===== src/rtl/fdc_reg_responder.sv =====
// rtl/fdc_reg_responder.sv - WD179x-style register responder between the CoCo bus and the AVR disk engine
module fdc_reg_responder #(
    parameter int HALT_TIMEOUT = 1024,
    parameter int TO_W         = 11
) (
    input  logic       eclk,
    input  logic       reset,
    input  logic       scs_n,
    input  logic [3:0] c_addr,
    input  logic       c_rw,
    input  logic [7:0] c_din,
    output logic [7:0] c_dout,
    input  logic [2:0] a_addr,
    input  logic       a_wr,
    input  logic       a_rd,
    input  logic [7:0] a_din,
    output logic [7:0] a_dout,
    output logic       a_regint,
    output logic       halt_n,
    output logic       nmi_n
);

    logic [7:0]      dskcon, cmd_reg, track, sector, data_reg;
    logic [4:0]      stat_hi;
    logic            busy, drq, intrq, lost, cmd_pending, xfer_evt;
    logic [TO_W-1:0] to_cnt;

    logic [7:0]      dskcon_nx, cmd_reg_nx, track_nx, sector_nx, data_reg_nx;
    logic [4:0]      stat_hi_nx;
    logic            busy_nx, drq_nx, intrq_nx, lost_nx, cmd_pending_nx, xfer_evt_nx;
    logic [TO_W-1:0] to_cnt_nx, to_inc;

    logic c_wr, c_fdc, c_rd_stat, c_data_acc;
    logic halt_req, timeout;
    logic unused_addr;

    assign unused_addr = c_addr[2];

    assign c_wr       = ~scs_n & ~c_rw;
    assign c_fdc      = ~scs_n & c_addr[3];
    assign c_rd_stat  = c_fdc & c_rw & (c_addr[1:0] == 2'd0);
    assign c_data_acc = c_fdc & (c_addr[1:0] == 2'd3);

    assign halt_req = dskcon[7] & busy & ~drq & ~intrq & ~lost;
    assign to_inc   = to_cnt + TO_W'(1);
    // Fires on the edge the counter reaches HALT_TIMEOUT-1 so halt_n is low for exactly HALT_TIMEOUT cycles.
    assign timeout  = halt_req & ~halt_n & (to_inc == TO_W'(HALT_TIMEOUT - 1));

    assign a_regint = cmd_pending | xfer_evt;

    always_comb begin
        c_dout = 8'hFF;
        if (c_addr[3]) begin
            case (c_addr[1:0])
                2'd0:    c_dout = {stat_hi, lost, drq, busy};
                2'd1:    c_dout = track;
                2'd2:    c_dout = sector;
                default: c_dout = data_reg;
            endcase
        end
    end

    always_comb begin
        case (a_addr)
            3'd0:    a_dout = dskcon;
            3'd1:    a_dout = cmd_reg;
            3'd2:    a_dout = track;
            3'd3:    a_dout = sector;
            3'd4:    a_dout = data_reg;
            3'd5:    a_dout = {stat_hi, 3'b000};
            3'd6:    a_dout = {2'b00, ~halt_n, lost, intrq, drq, busy, cmd_pending};
            default: a_dout = 8'h00;
        endcase
    end

    // Effects are applied in priority order: CoCo acknowledges and timeout, then AVR, then CoCo writes.
    always_comb begin
        dskcon_nx      = dskcon;
        cmd_reg_nx     = cmd_reg;
        track_nx       = track;
        sector_nx      = sector;
        data_reg_nx    = data_reg;
        stat_hi_nx     = stat_hi;
        busy_nx        = busy;
        drq_nx         = drq;
        intrq_nx       = intrq;
        lost_nx        = lost;
        cmd_pending_nx = cmd_pending;
        xfer_evt_nx    = xfer_evt;
        to_cnt_nx      = to_cnt;

        if (!halt_req)
            to_cnt_nx = '0;
        else if (!halt_n)
            to_cnt_nx = to_inc;

        if (c_rd_stat)
            intrq_nx = 1'b0;
        if (timeout) begin
            lost_nx  = 1'b1;
            intrq_nx = 1'b1;
            busy_nx  = 1'b0;
        end
        if (c_data_acc && drq)
            drq_nx = 1'b0;

        if (a_rd && a_addr == 3'd6)
            xfer_evt_nx = 1'b0;
        if (c_data_acc && drq)
            xfer_evt_nx = 1'b1;
        if (a_rd && a_addr == 3'd1)
            cmd_pending_nx = 1'b0;

        if (a_wr) begin
            case (a_addr)
                3'd2: track_nx  = a_din;
                3'd3: sector_nx = a_din;
                3'd4: begin
                    data_reg_nx = a_din;
                    drq_nx      = 1'b1;
                end
                3'd5: stat_hi_nx = a_din[7:3];
                3'd6: begin
                    if (a_din[0]) begin
                        busy_nx  = 1'b0;
                        drq_nx   = 1'b0;
                        intrq_nx = 1'b1;
                    end
                    if (a_din[1])
                        drq_nx = 1'b1;
                end
                default: ;
            endcase
        end

        if (c_wr) begin
            if (!c_addr[3]) begin
                dskcon_nx = c_din;
            end else begin
                case (c_addr[1:0])
                    2'd0: begin
                        cmd_reg_nx     = c_din;
                        cmd_pending_nx = 1'b1;
                        drq_nx         = 1'b0;
                        busy_nx        = (c_din[7:4] != 4'hD);
                        if (c_din[7:4] == 4'hD) begin
                            if (c_din[3])
                                intrq_nx = 1'b1;
                        end else begin
                            intrq_nx = 1'b0;
                            lost_nx  = 1'b0;
                        end
                    end
                    2'd1:    track_nx    = c_din;
                    2'd2:    sector_nx   = c_din;
                    default: data_reg_nx = c_din;
                endcase
            end
        end
    end

    always_ff @(posedge eclk or posedge reset) begin
        if (reset) begin
            dskcon      <= 8'h00;
            cmd_reg     <= 8'h00;
            track       <= 8'h00;
            sector      <= 8'h00;
            data_reg    <= 8'h00;
            stat_hi     <= 5'h00;
            busy        <= 1'b0;
            drq         <= 1'b0;
            intrq       <= 1'b0;
            lost        <= 1'b0;
            cmd_pending <= 1'b0;
            xfer_evt    <= 1'b0;
            to_cnt      <= '0;
            halt_n      <= 1'b1;
            nmi_n       <= 1'b1;
        end else begin
            dskcon      <= dskcon_nx;
            cmd_reg     <= cmd_reg_nx;
            track       <= track_nx;
            sector      <= sector_nx;
            data_reg    <= data_reg_nx;
            stat_hi     <= stat_hi_nx;
            busy        <= busy_nx;
            drq         <= drq_nx;
            intrq       <= intrq_nx;
            lost        <= lost_nx;
            cmd_pending <= cmd_pending_nx;
            xfer_evt    <= xfer_evt_nx;
            to_cnt      <= to_cnt_nx;
            halt_n      <= ~halt_req;
            nmi_n       <= ~(intrq & dskcon[7]);
        end
    end

endmodule


===== config.mk =====
export PLATFORM = sky130hd
export DESIGN_NAME = fdc_reg_responder
export DESIGN_NICKNAME = d
export VERILOG_FILES = /design/src/rtl/fdc_reg_responder.sv
export SDC_FILE = /design/constraint.sdc
export NUM_CORES = 1
export LEC_CHECK = 0
export ABC_AREA = 1
export BUFFER_PORTS_ARGS = -buffer_cell sky130_fd_sc_hd__buf_2
export CAP_MARGIN = 40
export CELL_PAD_IN_SITES_DETAIL_PLACEMENT = 1
export CELL_PAD_IN_SITES_GLOBAL_PLACEMENT = 1
export CORE_MARGIN = 5
export CORE_UTILIZATION = 45
export CTS_CLUSTER_SIZE = 8
export DETAILED_ROUTE_END_ITERATION = 8
export PLACE_DENSITY = 0.95
export RECOVER_POWER = 25
export SYNTH_ARGS = -nofsm -noshare
export SYNTH_HDL_FRONTEND = slang
export SYNTH_SLANG_ARGS = --single-unit

===== constraint.sdc =====
create_clock -name eclk -period 3.5 [get_ports eclk]
set_input_delay 0.175 -clock eclk [delete_from_list [all_inputs] [get_ports eclk]]
set_output_delay 0.175 -clock eclk [all_outputs]
set_load 0.005 [all_outputs]

==> qor.yml <==
status:
  status: "complete, but fails checks"
  violations: "capacitance limit"
yosys:
  yosysMostFrequentCell: "nand2_1"
  synth_cells: 462
  avgSynthCellArea_um2: 7.64
  yosysSeqAreaShare_pct: 45.5
  yosys_warnings: 0
  synth-async-reset-ratio_pct: 100
  ys_types: 32
  netlist_top_cells_count: "nand2_1 (106), inv_1 (70), dfrtp_1 (62)"
  ys_seq_elements: 64
  netlist_area_um2: 3530
  yosys.area.top_type_share_pct: 44.0
  syn-num-nets: 493
  yosysTopAreaCell: "dfrtp_1"
  synth_edf_count: 0
  synthFlopType: "dfrtp_1"
  yosys-top-cells-area: "dfrtp_1 (44%), nand2_1 (11%), inv_1 (7.4%), o21ai_0 (6.4%), nor2_1 (3.6%)"
hold_path:
  hold_path_depth: 2
  hold_start: "a_din[7]"
  min_to: "stat_hi[4]"
  min_path_type: "in2reg"
cts:
  clk_latency_ns: 0.34
  cts-resized-gates: 0
  cts_tree: "yes"
  post_cts_buffers: 0
  cts.sinks: 64
  ctsHoldBuffers: 0
  cts_buffers: 9
  cts.clk_slew.worst_paths_ns: 0.08
  cts-root-buf: "clkbuf_8"
  h-tree-depth: 3
  clk_path_buf_depth: 2
setup_path:
  required_ns: 3.73
  max_stage_delay_ns: 0.42
  cp-start-kind: "flip-flop"
  r2r_cells: 10
  slowest_stage: "dfrtp_1"
  path_max_fanout: 5
  crit_type: "reg2reg"
  r2r_setup_slack_ns: 1.67
  critPathCaptureType: "flip-flop"
  cp_cell_sequence: "ha_1 -> nand2_1 -> nor2_2 -> nand2_1 -> nand2_1 -> nand2_1 -> nor2_1 -> nand3_1 -> nand2_1 -> nand2_1"
  r2r-end: "busy"
  r2r_start: "to_cnt[1]"
  critPathArrivalTime_ns: 2.06
  cp_common_cell: "nand2_1"
power_and_ir_drop:
  vdd_drop_max_mv: 0.317
  p_per_area_nw_per_um2: 530
  leakagePower_nw: 2.00
floorplan:
  initial_utilization_pct: 45.9
  coreArea_um2: 7690
  die_area_um2: 9710
  ios: 48
  die_h_um: 98.6
  die_w_um: 98.6
  rows: 32
layout:
  drive_above_1_share_pct: 15.8
  largest_register: "to_cnt"
  final_area_um2: 4080
  syn2layout_area_growth_pct: 15.5
  largest_reg_flops: 11
  final_nets: 540
  n_fill_cell: 1017
  diodes: 0
sta:
  fmax_mhz: 547
  fin_crit_sh_pct: 52.2
  drv_slew: 0
  slew_headroom_pct: 0.302
  hold_viol_final: 0
  holdWs_ns: 0.116
  fin_worst_skew_ns: 0.00965
  tns_ns: 0
  worst_pin_slew_ns: 1.49
  min_period_ns: 1.83
  rsz0062_at_grt: "false"
  finalSetupViolCount: 0
global_routing:
  grt_start_max_net_pins: 39
  grt_pass1_vias: 3984
  antenna_found_initial: 0
  overflow: 0
  grt_pass1_wl_mm: 20.2
  grt_usage_pct: 26.3
route:
  route.met2.wl_mm: 5.94
  wl_met1_mm: 5.19
  num_vias: 3642
  routed_via_density: 5.91
  routedWlPerCell_um: 20.1
  route.detailed.drc: 0
  drt_wl_total_mm: 12.4
  final_antenna_net_count: 0
  maxUsedRoutingLayer: "met4"
  first_pass_iters: 5
  drt_iter0_drc: 311
  wl_met3_um: 825
placed_design:
  io_buffers: 46
  gp_congestion: 0.923
  post-dp-hpwl_mm: 8.81
  place_area_um2: 3830
run:
  maxCapViolCount: 1
[power breakdown]
group | switching (mW) | leakage, nW | internal (mW)
combinational | 0.271 | 1.09 | 0.159
clock | 0.298 | 0.123 | 0.480
sequential | 0.0849 | 0.787 | 0.867
[kinds of logic (layout without fill, tap and decap cells)]
| family | count (synthesis) | count (layout) | share of synthesized area (%) |
|---|---|---|---|
| AOI/OAI and AO/OA | 129 | 129 | 22.0 |
| and+or+nand+nor | 180 | 180 | 21.6 |
| DFF | 64 | 64 | 45.5 |
| buffers and inverters | 85 | 137 | 9.61 |
| adders and majority gates | 2 | 2 | 0.709 |
| muxes | 2 | 2 | 0.638 |
[final cells by class]
class	instances	area, µm²	share of cell area, %
multi-input cells	313	1590	38.9
inverters	74	278	6.82
well taps	102	128	3.13
clock buffers	14	183	4.48
clock inverters	2	60.1	1.47
flip-flops and latches	64	1600	39.4
repair buffers	47	238	5.83
[metal layers]
| metal | track usage [%] | vias up |
|---|---|---|
| li1 | - | 1645 |
| met1 | 34.6 | 1795 |
| met2 | 43.8 | 168 |
| met3 | 3.40 | 34 |
| met4 | 10.7 | 0 |
| met5 | 0 | - |
[worst max path at each step]
stage	start	end
finish	to_cnt[1]	busy
global route	to_cnt[1]	busy
CTS	to_cnt[1]	busy
detailed placement	a_addr[2]	track[6]
global placement	c_addr[0]	c_dout[4]
floorplan	reset	busy
[metrics by stage]
step	util, %	instances	worst slack, ns	power (mW)
6_report	53.0	616	1.67	2.16
5_1_grt	53.0	616	1.48	2.26
3_3_place_gp	49.9	600	1.74	1.34
4_1_cts	53.0	616	1.69	2.15
3_5_place_dp	49.9	600	1.61	1.37
2_1_floorplan	-	462	1.73	1.20
[placed cells by master (no fill, tap or decap)]
| cell | count |
|---|---|
| nand2_1 | 106 |
| inv_1 | 70 |
| dfrtp_1 | 62 |
| buf_2 | 46 |
| o21ai_0 | 45 |
| nor2_1 | 34 |
| nand3_1 | 23 |
| a21oi_1 | 23 |
| o22ai_1 | 16 |
| o211ai_1 | 16 |
| clkbuf_8 | 13 |
| a221oi_1 | 8 |
| o2111ai_1 | 6 |
| a31oi_1 | 6 |
| o21ai_1 | 5 |
| nor2_2 | 4 |
| inv_2 | 4 |
| nand3_2 | 3 |
| nand4_1 | 2 |
| a22oi_1 | 2 |
| nand2_2 | 2 |
| nor3_1 | 2 |
| mux2_2 | 2 |
| ha_1 | 2 |
| bufinv_16 | 2 |
| dfstp_2 | 2 |
| o2bb2ai_1 | 1 |
| nor2_4 | 1 |
| or2_1 | 1 |
| or2_2 | 1 |
| nor4_1 | 1 |
| o21bai_1 | 1 |
| clkbuf_1 | 1 |
| buf_4 | 1 |
[worst max-delay path: cells and delay by family, from the launching register on]
family | cells | cell delay (ns)
simple gates | 9 | 1.09
flops | 1 | 0.42
fa+ha+maj | 1 | 0.23
Power figures use the tool's default switching activity.
